===== src/rtl/calc_w_search_if.sv =====
// Start/done handshake and operand/result bundle between the sizing path and the W search.
interface calc_w_search_if;
  logic       start;
  logic [2:0] V_GS;
  logic [2:0] V_DS;
  logic       mode;
  logic [9:0] target;
  logic       busy;
  logic       done;
  logic       found;
  logic [2:0] W_out;
  logic [9:0] out_val;

  modport master (
    output start, V_GS, V_DS, mode, target,
    input  busy, done, found, W_out, out_val
  );

  modport slave (
    input  start, V_GS, V_DS, mode, target,
    output busy, done, found, W_out, out_val
  );
endinterface


===== src/rtl/calc_w_search.sv =====
// Sweeps device width W = 1..7, one per clock, and returns the smallest W whose
// drain current (mode=1) or transconductance (mode=0) reaches the target.
module calc_w_search (
  input  logic            clk,
  input  logic            rst,
  calc_w_search_if.slave  bus
);

  typedef enum logic [1:0] {IDLE, EVAL, DONE} state_t;

  state_t      state, state_nxt;
  logic [2:0]  vgs_p0, vds_p0, w_p0;
  logic        mode_p0;
  logic [9:0]  target_p0;
  logic [9:0]  val;
  logic        hit, last, accept;

  // Operands stay non-negative, so truncating division equals floor division.
  function automatic logic [9:0] model_val(input logic [2:0] w, input logic [2:0] vgs,
                                           input logic [2:0] vds, input logic mode);
    logic signed [11:0] ov, vd, ww, num;
    ov = $signed({9'd0, vgs}) - 12'sd1;
    vd = $signed({9'd0, vds});
    ww = $signed({9'd0, w});
    if (vgs <= 3'd1)
      num = 12'sd0;
    else if (ov > vd)
      num = mode ? ww * (12'sd2 * ov * vd - vd * vd) : 12'sd2 * ww * vd;
    else
      num = mode ? ww * ov * ov : 12'sd2 * ww * ov;
    return 10'(num / 12'sd3);
  endfunction

  assign accept = (state == IDLE) && bus.start;

  // Stage p0: operands latched on an accepted start
  always_ff @(posedge clk) begin
    if (accept) begin
      vgs_p0    <= bus.V_GS;
      vds_p0    <= bus.V_DS;
      mode_p0   <= bus.mode;
      target_p0 <= bus.target;
    end
  end

  always_comb begin
    val  = model_val(w_p0, vgs_p0, vds_p0, mode_p0);
    hit  = (val >= target_p0);
    last = (w_p0 == 3'd7);
  end

  always_ff @(posedge clk) begin
    if (rst) state <= IDLE;
    else     state <= state_nxt;
  end

  always_comb begin
    state_nxt = state;
    case (state)
      IDLE:    if (bus.start) state_nxt = EVAL;
      EVAL:    if (hit || last) state_nxt = DONE;
      DONE:    state_nxt = IDLE;
      default: state_nxt = IDLE;
    endcase
  end

  always_comb begin
    bus.busy = (state != IDLE);
    bus.done = (state == DONE);
  end

  // Stage p1: candidate counter and registered result, held until the next accepted start
  always_ff @(posedge clk) begin
    if (rst) begin
      w_p0        <= 3'd0;
      bus.found   <= 1'b0;
      bus.W_out   <= 3'd0;
      bus.out_val <= 10'd0;
    end else if (accept) begin
      w_p0        <= 3'd1;
      bus.found   <= 1'b0;
      bus.W_out   <= 3'd0;
      bus.out_val <= 10'd0;
    end else if (state == EVAL) begin
      if (hit) begin
        bus.found   <= 1'b1;
        bus.W_out   <= w_p0;
        bus.out_val <= val;
      end else if (last) begin
        bus.found   <= 1'b0;
        bus.W_out   <= 3'd0;
        bus.out_val <= val;
      end else begin
        w_p0 <= w_p0 + 3'd1;
      end
    end
  end

endmodule


===== src/flat_wrapper.sv =====
// flat-port wrapper written by rule: the top's interface ports become plain ports
module calc_w_search_flat 
  (clk, rst, bus_start, bus_V_GS, bus_V_DS, bus_mode, bus_target, bus_busy, bus_done, bus_found, bus_W_out, bus_out_val);
  calc_w_search_if bus_i ();
  input  logic clk;
  input  logic rst;
  input wire logic [$bits(bus_i.start)-1:0] bus_start;
  input wire logic [$bits(bus_i.V_GS)-1:0] bus_V_GS;
  input wire logic [$bits(bus_i.V_DS)-1:0] bus_V_DS;
  input wire logic [$bits(bus_i.mode)-1:0] bus_mode;
  input wire logic [$bits(bus_i.target)-1:0] bus_target;
  output wire logic [$bits(bus_i.busy)-1:0] bus_busy;
  output wire logic [$bits(bus_i.done)-1:0] bus_done;
  output wire logic [$bits(bus_i.found)-1:0] bus_found;
  output wire logic [$bits(bus_i.W_out)-1:0] bus_W_out;
  output wire logic [$bits(bus_i.out_val)-1:0] bus_out_val;
  assign bus_i.start = bus_start;
  assign bus_i.V_GS = bus_V_GS;
  assign bus_i.V_DS = bus_V_DS;
  assign bus_i.mode = bus_mode;
  assign bus_i.target = bus_target;
  assign bus_busy = bus_i.busy;
  assign bus_done = bus_i.done;
  assign bus_found = bus_i.found;
  assign bus_W_out = bus_i.W_out;
  assign bus_out_val = bus_i.out_val;
  calc_w_search u_core (.clk(clk), .rst(rst), .bus(bus_i));
endmodule

===== config.mk =====
export PLATFORM = sky130hd
export DESIGN_NAME = calc_w_search_flat
export DESIGN_NICKNAME = d
export VERILOG_FILES = /design/src/rtl/calc_w_search_if.sv /design/src/rtl/calc_w_search.sv /design/src/flat_wrapper.sv
export SDC_FILE = /design/constraint.sdc
export NUM_CORES = 1
export LEC_CHECK = 0
export CAP_MARGIN = 30
export CORE_MARGIN = 2
export CORE_UTILIZATION = 40
export DETAILED_ROUTE_END_ITERATION = 7
export PLACE_DENSITY = 0.54
export RECOVER_POWER = 100
export SYNTH_ARGS = -nofsm -noshare
export SYNTH_HDL_FRONTEND = slang
export SYNTH_SLANG_ARGS = --single-unit

===== constraint.sdc =====
create_clock -name clk -period 18.96 [get_ports clk]
set_clock_uncertainty 0.1 [all_clocks]
set_input_delay 2.844 -clock clk [delete_from_list [all_inputs] [get_ports clk]]
set_output_delay 2.844 -clock clk [all_outputs]
set_load 0.05 [all_outputs]

==> results.json, run 1 <==
{
  "critical_path.startpoint": "u_core.vgs_p0[0]",
  "critPathMaxFanout": 19,
  "tritoncts": "built",
  "synth_ff_type": "dfxtp_1",
  "synth.top_cell.area_share": 0.1845,
  "n_antenna_cell": 0,
  "hp-class": "flop to flop",
  "routed_wl_um": 17400,
  "reg2reg_to": "u_core.bus.out_val[9]",
  "numCtsBuffers": 5,
  "fin_crit_sh": 0.8918,
  "worst-r2r-cell-count": 65,
  "num_rows": 47,
  "clk_path_buf_depth": 2,
  "critPathMaxStageDelay_ps": 700,
  "die_area_mm2": 0.01818,
  "yosysWarnings": 0,
  "cts_root_buf": "clkbuf_16",
  "fin_setup_tns_ps": 0,
  "chipWidth_um": 134.8,
  "setup_viol": 0,
  "ant_nets": 0,
  "synthArstFlopShare": 0,
  "grt_overflow": 0,
  "yosysTopAreaCell": "ha_1",
  "hold_buffers": 0,
  "antenna_found_initial": 0,
  "postCtsSetupBuffers": 0,
  "r2r_slack_ps": 2050,
  "arrival_ps": 16990,
  "slew_violations": 0,
  "timing.fmax_ghz": 0.05914,
  "grt_max_degree": 26,
  "viasPerCell": 5.460,
  "syn-cell-area_mm2": 0.006848,
  "endpoint": "u_core.bus.out_val[9]",
  "holdWs_ps": 360.0,
  "max_slew.worst_pin.slew_ps": 1239,
  "initial_utilization": 0.4115,
  "max-slew-margin-rel": 0.1742,
  "rsz0062_at_grt": "no",
  "insertion_delay_ps": 290,
  "area_growth_syn_to_layout_pct": 9.940,
  "io_buffers": 35,
  "drive_gt1_frac": 0.04624,
  "cp.required_ps": 19040,
  "cts_max_level": 2,
  "routabilityCongestion": 0.8535,
  "routedWlPerCell_um": 16.04,
  "grtUsageTotal": 0.2018,
  "path_clk_slew_ps": 60,
  "critPathKind": "flop to flop",
  "rr_startpoint": "u_core.vgs_p0[0]",
  "ys_seq_area_frac": 0.1301,
  "layout_min_cycle_time_ps": 16910,
  "syn_nets": 1002,
  "grt_pass1_wl_um": 29520,
  "vias": 5924,
  "synth_cells": 845,
  "dpl_worst_slack_ps": 2524,
  "hold_viol": 0,
  "drt_iter0_drc": 431,
  "drc_errors": 0,
  "crit_path_start_kind": "flop",
  "cp-end-kind": "flop",
  "yosys-top-cells-area": "ha_1 18%, fa_1 11%, edfxtp_1 7.5%, dfxtp_1 5.6%, inv_1 5.2%",
  "fill_cells": 1628,
  "coreArea_mm2": 0.01664,
  "crit_path_frequent_cell": "ha_1",
  "layout.nets": 1021,
  "avgSynthCellArea_um2": 8.104,
  "firstDrtPassIters": 4,
  "fp.dieH_um": 134.8,
  "grt_pass1_vias": 5929,
  "post_cts_resized": 0,
  "clkSinkCount": 36,
  "io-pin-count": 36,
  "post-route-util": 0.4524,
  "crit_slowest_cell": "or4_1",
  "cap_violations": 0,
  "synth_cell_type_count": 87,
  "status": "finished clean",
  "hpwl_um": 14260,
  "synth_seq_cells": 36,
  "synth_edf_count": 17,
  "setup_slack_ps": 2052
}
## final cells by class
class	count	area, µm²	share of cell area
inverter	95	356.6	0.04737
tap	220	275.3	0.03656
multi-input combinational	687	5458	0.7249
timing repair buffer	39	376.6	0.05002
clock buffer	5	125.1	0.01662
clock inverter	3	46.29	0.006149
sequential	36	890.9	0.1183
## flip-flops by register name, indices dropped and copies added (netlist names)
| signal | flops |
|---|---|
| u_core.state | 2 |
| u_core.target_p0 | 10 |
| u_core.bus.found | 1 |
| u_core.vds_p0 | 3 |
| u_core.w_p0 | 3 |
| u_core.bus.W_out | 3 |
| u_core.mode_p0 | 1 |
| u_core.bus.out_val | 10 |
| u_core.vgs_p0 | 3 |
## kinds of logic (layout without fill, tap and decap cells)
family                     after synthesis  in the layout  share of synthesized area
AOI/OAI and AO/OA                      171            171                     0.1794
DFF                                     36             36                     0.1301
muxes                                   20             20                    0.03344
buffers and inverters                  122            142                    0.07108
adders and majority gates              137            137                     0.2898
xor gates and xnor gates                53             53                    0.06888
and+or+nand+nor                        306            306                     0.2273
## per-stage QoR
stage / cells / instance area [µm²]
final: 1085 / 7528
after global routing: 1085 / 7528
after CTS: 1085 / 7547
after detailed placement: 1077 / 7376
after global placement: 1076 / 7368
after floorplan: 845 / 6848
## how the worst min path moves through the flow
stage	from	endpoint	slack [ps]	cells past startpoint
6_report	u_core.bus.out_val[8]	u_core.bus.out_val[8]	360	2
4_1_cts	u_core.bus.out_val[8]	u_core.bus.out_val[8]	360	2
3_5_place_dp	u_core.bus.out_val[8]	u_core.bus.out_val[8]	350	2
2_1_floorplan	u_core.w_p0[1]	u_core.w_p0[1]	450	2
5_1_grt	u_core.bus.out_val[2]	u_core.bus.out_val[2]	390	2
3_3_place_gp	u_core.bus.out_val[1]	u_core.bus.out_val[1]	360	2
## metal layers
layer	vias up	wire [µm]	share of wire	track usage
li1	2966	-	-	-
met1	2815	8440	0.49	0.2848
met2	123	7879	0.45	0.3328
met3	20	768	0.044	0.01727
met4	0	313	0.018	0.05263
met5	-	0	0	0
## synth_stat cells, types with 20 or more instances
master and count:
nand2_1 59, inv_1 94, ha_1 101, fa_1 36, xnor2_1 30, xor2_1 22, o21ai_0 26, and2_1 35
nand3_1 20, a21oi_1 43, nor2_1 92
## worst max-delay path, delay by kind of cell, from the launching register on
family	cells	cell delay, ps
AO/OA/AOI/OAI	22	4290
AND/OR/NAND/NOR	21	4440
multiplexers	1	320
flip-flops	1	660
buffers and inverters	4	700
adder cells (fa/ha/maj)	14	4990
XOR/XNOR	3	1300
## placed cells by master, fill, tap and decap left out, drive strengths merged, types with 15 or more instances in the layout
cell type | netlist | routed
edfxtp | 17 | 17
nand2 | 60 | 60
ha | 101 | 101
o21ai | 31 | 31
xnor2 | 30 | 30
inv | 95 | 96
nor2b | 19 | 19
xor2 | 23 | 23
dfxtp | 19 | 19
nor2 | 93 | 93
a21oi | 43 | 43
nand3 | 20 | 20
and2 | 36 | 36
dlygate4sd3 | 0 | 34
fa | 36 | 36
mux2i | 15 | 15
Power of run 1 is left out: the tool's default activity adds up to more than one toggle a clock period on the data nets, which glitch-free logic cannot reach.
==> run 2, diff against run 1 <==
Settings changed: DONT_BUFFER_PORTS from default to 1, PLACE_DENSITY 0.54 to 0.51.
==> run 2 against run 1 <==
Against the previous run:
- cell count fell by 3.0%
- die area did not move
- utilization fell by 2.0 points
- largest cell class unchanged
==> results.json, run 2 (synthesis gave the netlist of run 1 again) <==
{
  "io_buffers": 0,
  "crit_path_frequent_cell": "ha_1",
  "critPathMaxFanout": 19,
  "cts_root_buf": "clkbuf_16",
  "critPathKind": "flop to flop",
  "max_slew.worst_pin.slew_ps": 1251,
  "crit_path_start_kind": "flop",
  "critical_path.top_delay_family": "adder cells",
  "status": "finished clean",
  "rsz0062_at_grt": "no",
  "met3_usage": 0.01689,
  "cp-end-kind": "flop",
  "hold_viol": 0,
  "initial_utilization": 0.4115,
  "ant_nets": 0,
  "io-pin-count": 36,
  "worst-r2r-cell-count": 64,
  "arrival_ps": 17170,
  "fin_crit_sh": 0.9013,
  "fin_cells": 1052,
  "clk_path_buf_depth": 2,
  "viasPerCell": 5.513,
  "routabilityCongestion": 0.8317,
  "timing.fmax_ghz": 0.05852,
  "insertion_delay_ps": 280,
  "antenna_found_initial": 1,
  "post_cts_resized": 0,
  "postCtsSetupBuffers": 0,
  "vias": 5800,
  "critPathMaxStageDelay_ps": 750,
  "slew_violations": 0,
  "grtUsageTotal": 0.1958,
  "post-route-util": 0.4322,
  "die_area_mm2": 0.01818,
  "reg.largest.list": "u_core.bus.out_val x10, u_core.target_p0 x10",
  "layout_common_cells": "101 x ha_1, 94 x inv_1, 91 x nor2_1, 59 x nand2_1, 43 x a21oi_1",
  "grt_pass1_vias": 5844,
  "min_from": "u_core.bus.out_val[4]",
  "tritoncts": "built",
  "num_rows": 47,
  "path_clk_slew_ps": 60,
  "final_common_cell": "ha_1",
  "hold_buffers": 0,
  "firstDrtPassIters": 5,
  "multi_input_area_mm2": 0.005463,
  "critical_path.startpoint": "u_core.vgs_p0[0]",
  "grt_pass1_wl_um": 28760,
  "routedWlPerCell_um": 16.18,
  "layout.nets": 987,
  "holdWs_ps": 611.0,
  "hpwl_um": 14090,
  "crit_buf_inv": 4,
  "grt_use_met1": 0.2777,
  "chipWidth_um": 134.8,
  "grt-busiest-layer": "met2",
  "seqCellArea_um2": 890.9,
  "cap_violations": 0,
  "setup_viol": 0,
  "grt_max_degree": 26,
  "grt_overflow": 0,
  "numCtsBuffers": 5,
  "fp.dieH_um": 134.8,
  "coreArea_mm2": 0.01664,
  "rr_startpoint": "u_core.vgs_p0[0]",
  "dp_cells": 1043,
  "hp-class": "flop to flop",
  "max-slew-margin-rel": 0.1659,
  "layout_min_cycle_time_ps": 17090,
  "cts_max_level": 2,
  "crit_slowest_cell": "xnor2_1",
  "gr-usage-met2": 0.3263,
  "routed_wl_um": 17020,
  "worst-path-stages": 64,
  "area_growth_syn_to_layout_pct": 5.043,
  "drc_errors": 0,
  "cp.required_ps": 19040,
  "fin_setup_tns_ps": 0,
  "clkSinkCount": 36,
  "hold_depth": 2,
  "drive_gt1_frac": 0.05054,
  "drt_iter0_drc": 360,
  "fill_cells": 1685
}
[run 2: routing by layer]
layer | wire [µm] | vias up
met4 | 164 | 0
met3 | 761 | 11
met5 | 0 | -
met1 | 8342 | 2769
met2 | 7755 | 112
li1 | - | 2908
[run 2: final timing paths]
check	end	slack, ps
worst max-delay path	u_core.bus.out_val[9]	1870
worst min-delay path	u_core.bus.out_val[4]	610
worst max register to register	u_core.bus.out_val[9]	1870
worst min register to register	u_core.bus.out_val[4]	610
[run 2: final cells by class]
type / count / area share
multi-input combinational: 687 / 0.7594
tap: 220 / 0.03827
timing repair buffer: 5 / 0.004696
clock buffer: 5 / 0.01739
inverter: 95 / 0.04957
antenna: 1 / 0.0003479
clock inverter: 3 / 0.006436
sequential: 36 / 0.1238
[run 2: stage by stage]
stage          worst slack (ps)  area [µm²]
6_report                   1872        7193
5_1_grt                   564.2        7193
4_1_cts                    2261        7204
3_5_place_dp               2319        7033
3_3_place_gp               2833        7025
2_1_floorplan              4496        6848
[run 2: worst reg2reg max path: cells and delay by family, from the launching register on]
kind	cells	cell delay, ps
AO/OA/AOI/OAI	22	4450
XOR/XNOR	3	1570
adder cells (fa/ha/maj)	14	5010
buffers and inverters	4	730
flip-flops	1	670
multiplexers	2	670
AND/OR/NAND/NOR	19	3790
Power of run 2 is left out for the same reason.
==> run 3, diff against run 2 <==
Settings changed: ABC_CLOCK_PERIOD_IN_PS from default to 18960, GPL_TIMING_DRIVEN from default to 0, PLACE_DENSITY 0.51 to default.
==> run 3 against run 2 <==
Against the previous run:
- non-clock buffer count rose by 23
- clock-buffer cell count unchanged
- flip-flop and latch count did not move
- worst setup slack worse by 120 ps
- utilization increased by 0.39 points
- final area rose by 0.90%
==> results.json, run 3 (synthesis gave the netlist of run 1 again) <==
{
  "status": "finished clean",
  "routabilityCongestion": 0.8477,
  "critPathKind": "flop to flop",
  "grt_pass1_wl_um": 27900,
  "cts_root_buf": "clkbuf_16",
  "holdWs_ps": 516.7,
  "coreArea_mm2": 0.01664,
  "hp-class": "flop to flop",
  "fin_crit_sh": 0.9075,
  "ant_nets": 0,
  "setup_viol": 0,
  "hold_buffers": 0,
  "critPathMaxStageDelay_ps": 570,
  "path_clk_slew_ps": 60,
  "clkSinkCount": 36,
  "postCtsSetupBuffers": 0,
  "slew_violations": 0,
  "grt_overflow": 0,
  "timing.fmax_ghz": 0.05812,
  "drc_errors": 0,
  "layout.nets": 1010,
  "cts_max_level": 2,
  "antenna_found_initial": 0,
  "grt_pass1_vias": 5608,
  "chipWidth_um": 134.8,
  "post_cts_resized": 0,
  "reg.largest.list": "u_core.bus.out_val x10, u_core.target_p0 x10",
  "fin_setup_tns_ps": 0,
  "drt_iter0_drc": 308,
  "hold_viol": 0,
  "n_antenna_cell": 0,
  "crit_path_frequent_cell": "ha_1",
  "grt_max_degree": 16,
  "hpwl_um": 13410,
  "tritoncts": "built",
  "clk_path_buf_depth": 2,
  "cp.required_ps": 19080,
  "routed_wl_um": 16230,
  "vias": 5751,
  "layout_common_cells": "101 x ha_1, 94 x inv_1, 92 x nor2_1, 59 x nand2_1, 43 x a21oi_1",
  "num_rows": 47,
  "routedWlPerCell_um": 15.11,
  "cap_violations": 0,
  "crit_path_start_kind": "flop",
  "die_area_mm2": 0.01818,
  "fill_cells": 1697,
  "rsz0062_at_grt": "no",
  "fp.dieH_um": 134.8,
  "viasPerCell": 5.355,
  "cp-end-kind": "flop",
  "critPathMaxFanout": 10,
  "crit_slowest_cell": "fa_1",
  "max_slew.worst_pin.slew_ps": 943.3,
  "grtUsageTotal": 0.1875,
  "final_common_cell": "ha_1",
  "io_buffers": 0,
  "initial_utilization": 0.4115,
  "drive_gt1_frac": 0.05035,
  "max-slew-margin-rel": 0.3698,
  "firstDrtPassIters": 5,
  "arrival_ps": 17320,
  "numCtsBuffers": 5,
  "layout_min_cycle_time_ps": 17210,
  "area_growth_syn_to_layout_pct": 5.993,
  "insertion_delay_ps": 280,
  "io-pin-count": 36
}
==> run 3: worst max-delay path, delay by kind of cell (launching register included) <==
| kind | cells | cell delay, ps |
|---|---|---|
| AOI/OAI and AO/OA | 22 | 4940 |
| xor gates and xnor gates | 2 | 1000 |
| adders and majority gates | 14 | 4740 |
| buffers and inverters | 8 | 1910 |
| DFF | 1 | 480 |
| muxes | 1 | 300 |
| and+or+nand+nor | 21 | 3690 |
==> run 3: routing by layer <==
layer / part of all wire / track usage
met4: 0.0070 / 0.02865
met2: 0.44 / 0.3043
met5: 0 / 0
met1: 0.52 / 0.2788
met3: 0.027 / 0.01239
==> run 3: per-stage QoR <==
| step | utilization | std cells | worst slack (ps) | cell area (µm²) |
|---|---|---|---|---|
| after floorplan | - | 845 | 4496 | 6848 |
| after global placement | 0.4280 | 1065 | 2070 | 7123 |
| after detailed placement | 0.4291 | 1066 | 1945 | 7141 |
| after CTS | 0.4376 | 1074 | 1965 | 7283 |
| after global routing | 0.4361 | 1074 | 262.9 | 7258 |
| final | 0.4361 | 1074 | 1753 | 7258 |
==> run 3: cell type report <==
type	instances	area, µm²	area share
Clock inverter	3	17.52	0.002413
Timing Repair Buffer	1	3.754	0.0005172
Clock buffer	5	125.1	0.01724
Multi-Input combinational cell	687	5459	0.7521
Tap cell	220	275.3	0.03792
Buffer	27	130.1	0.01793
Inverter	95	356.6	0.04913
Sequential cell	36	890.9	0.1227
==> run 3: final timing paths <==
kind | start | endpoint | slack, ps | cells past startpoint
max | u_core.vgs_p0[0] | u_core.bus.W_out[1] | 1750 | 68
min | u_core.w_p0[2] | u_core.w_p0[2] | 520 | 3
max reg2reg | u_core.vgs_p0[0] | u_core.bus.W_out[1] | 1750 | 68
min reg2reg | u_core.w_p0[2] | u_core.w_p0[2] | 520 | 3
Power of run 3 is left out for the same reason.
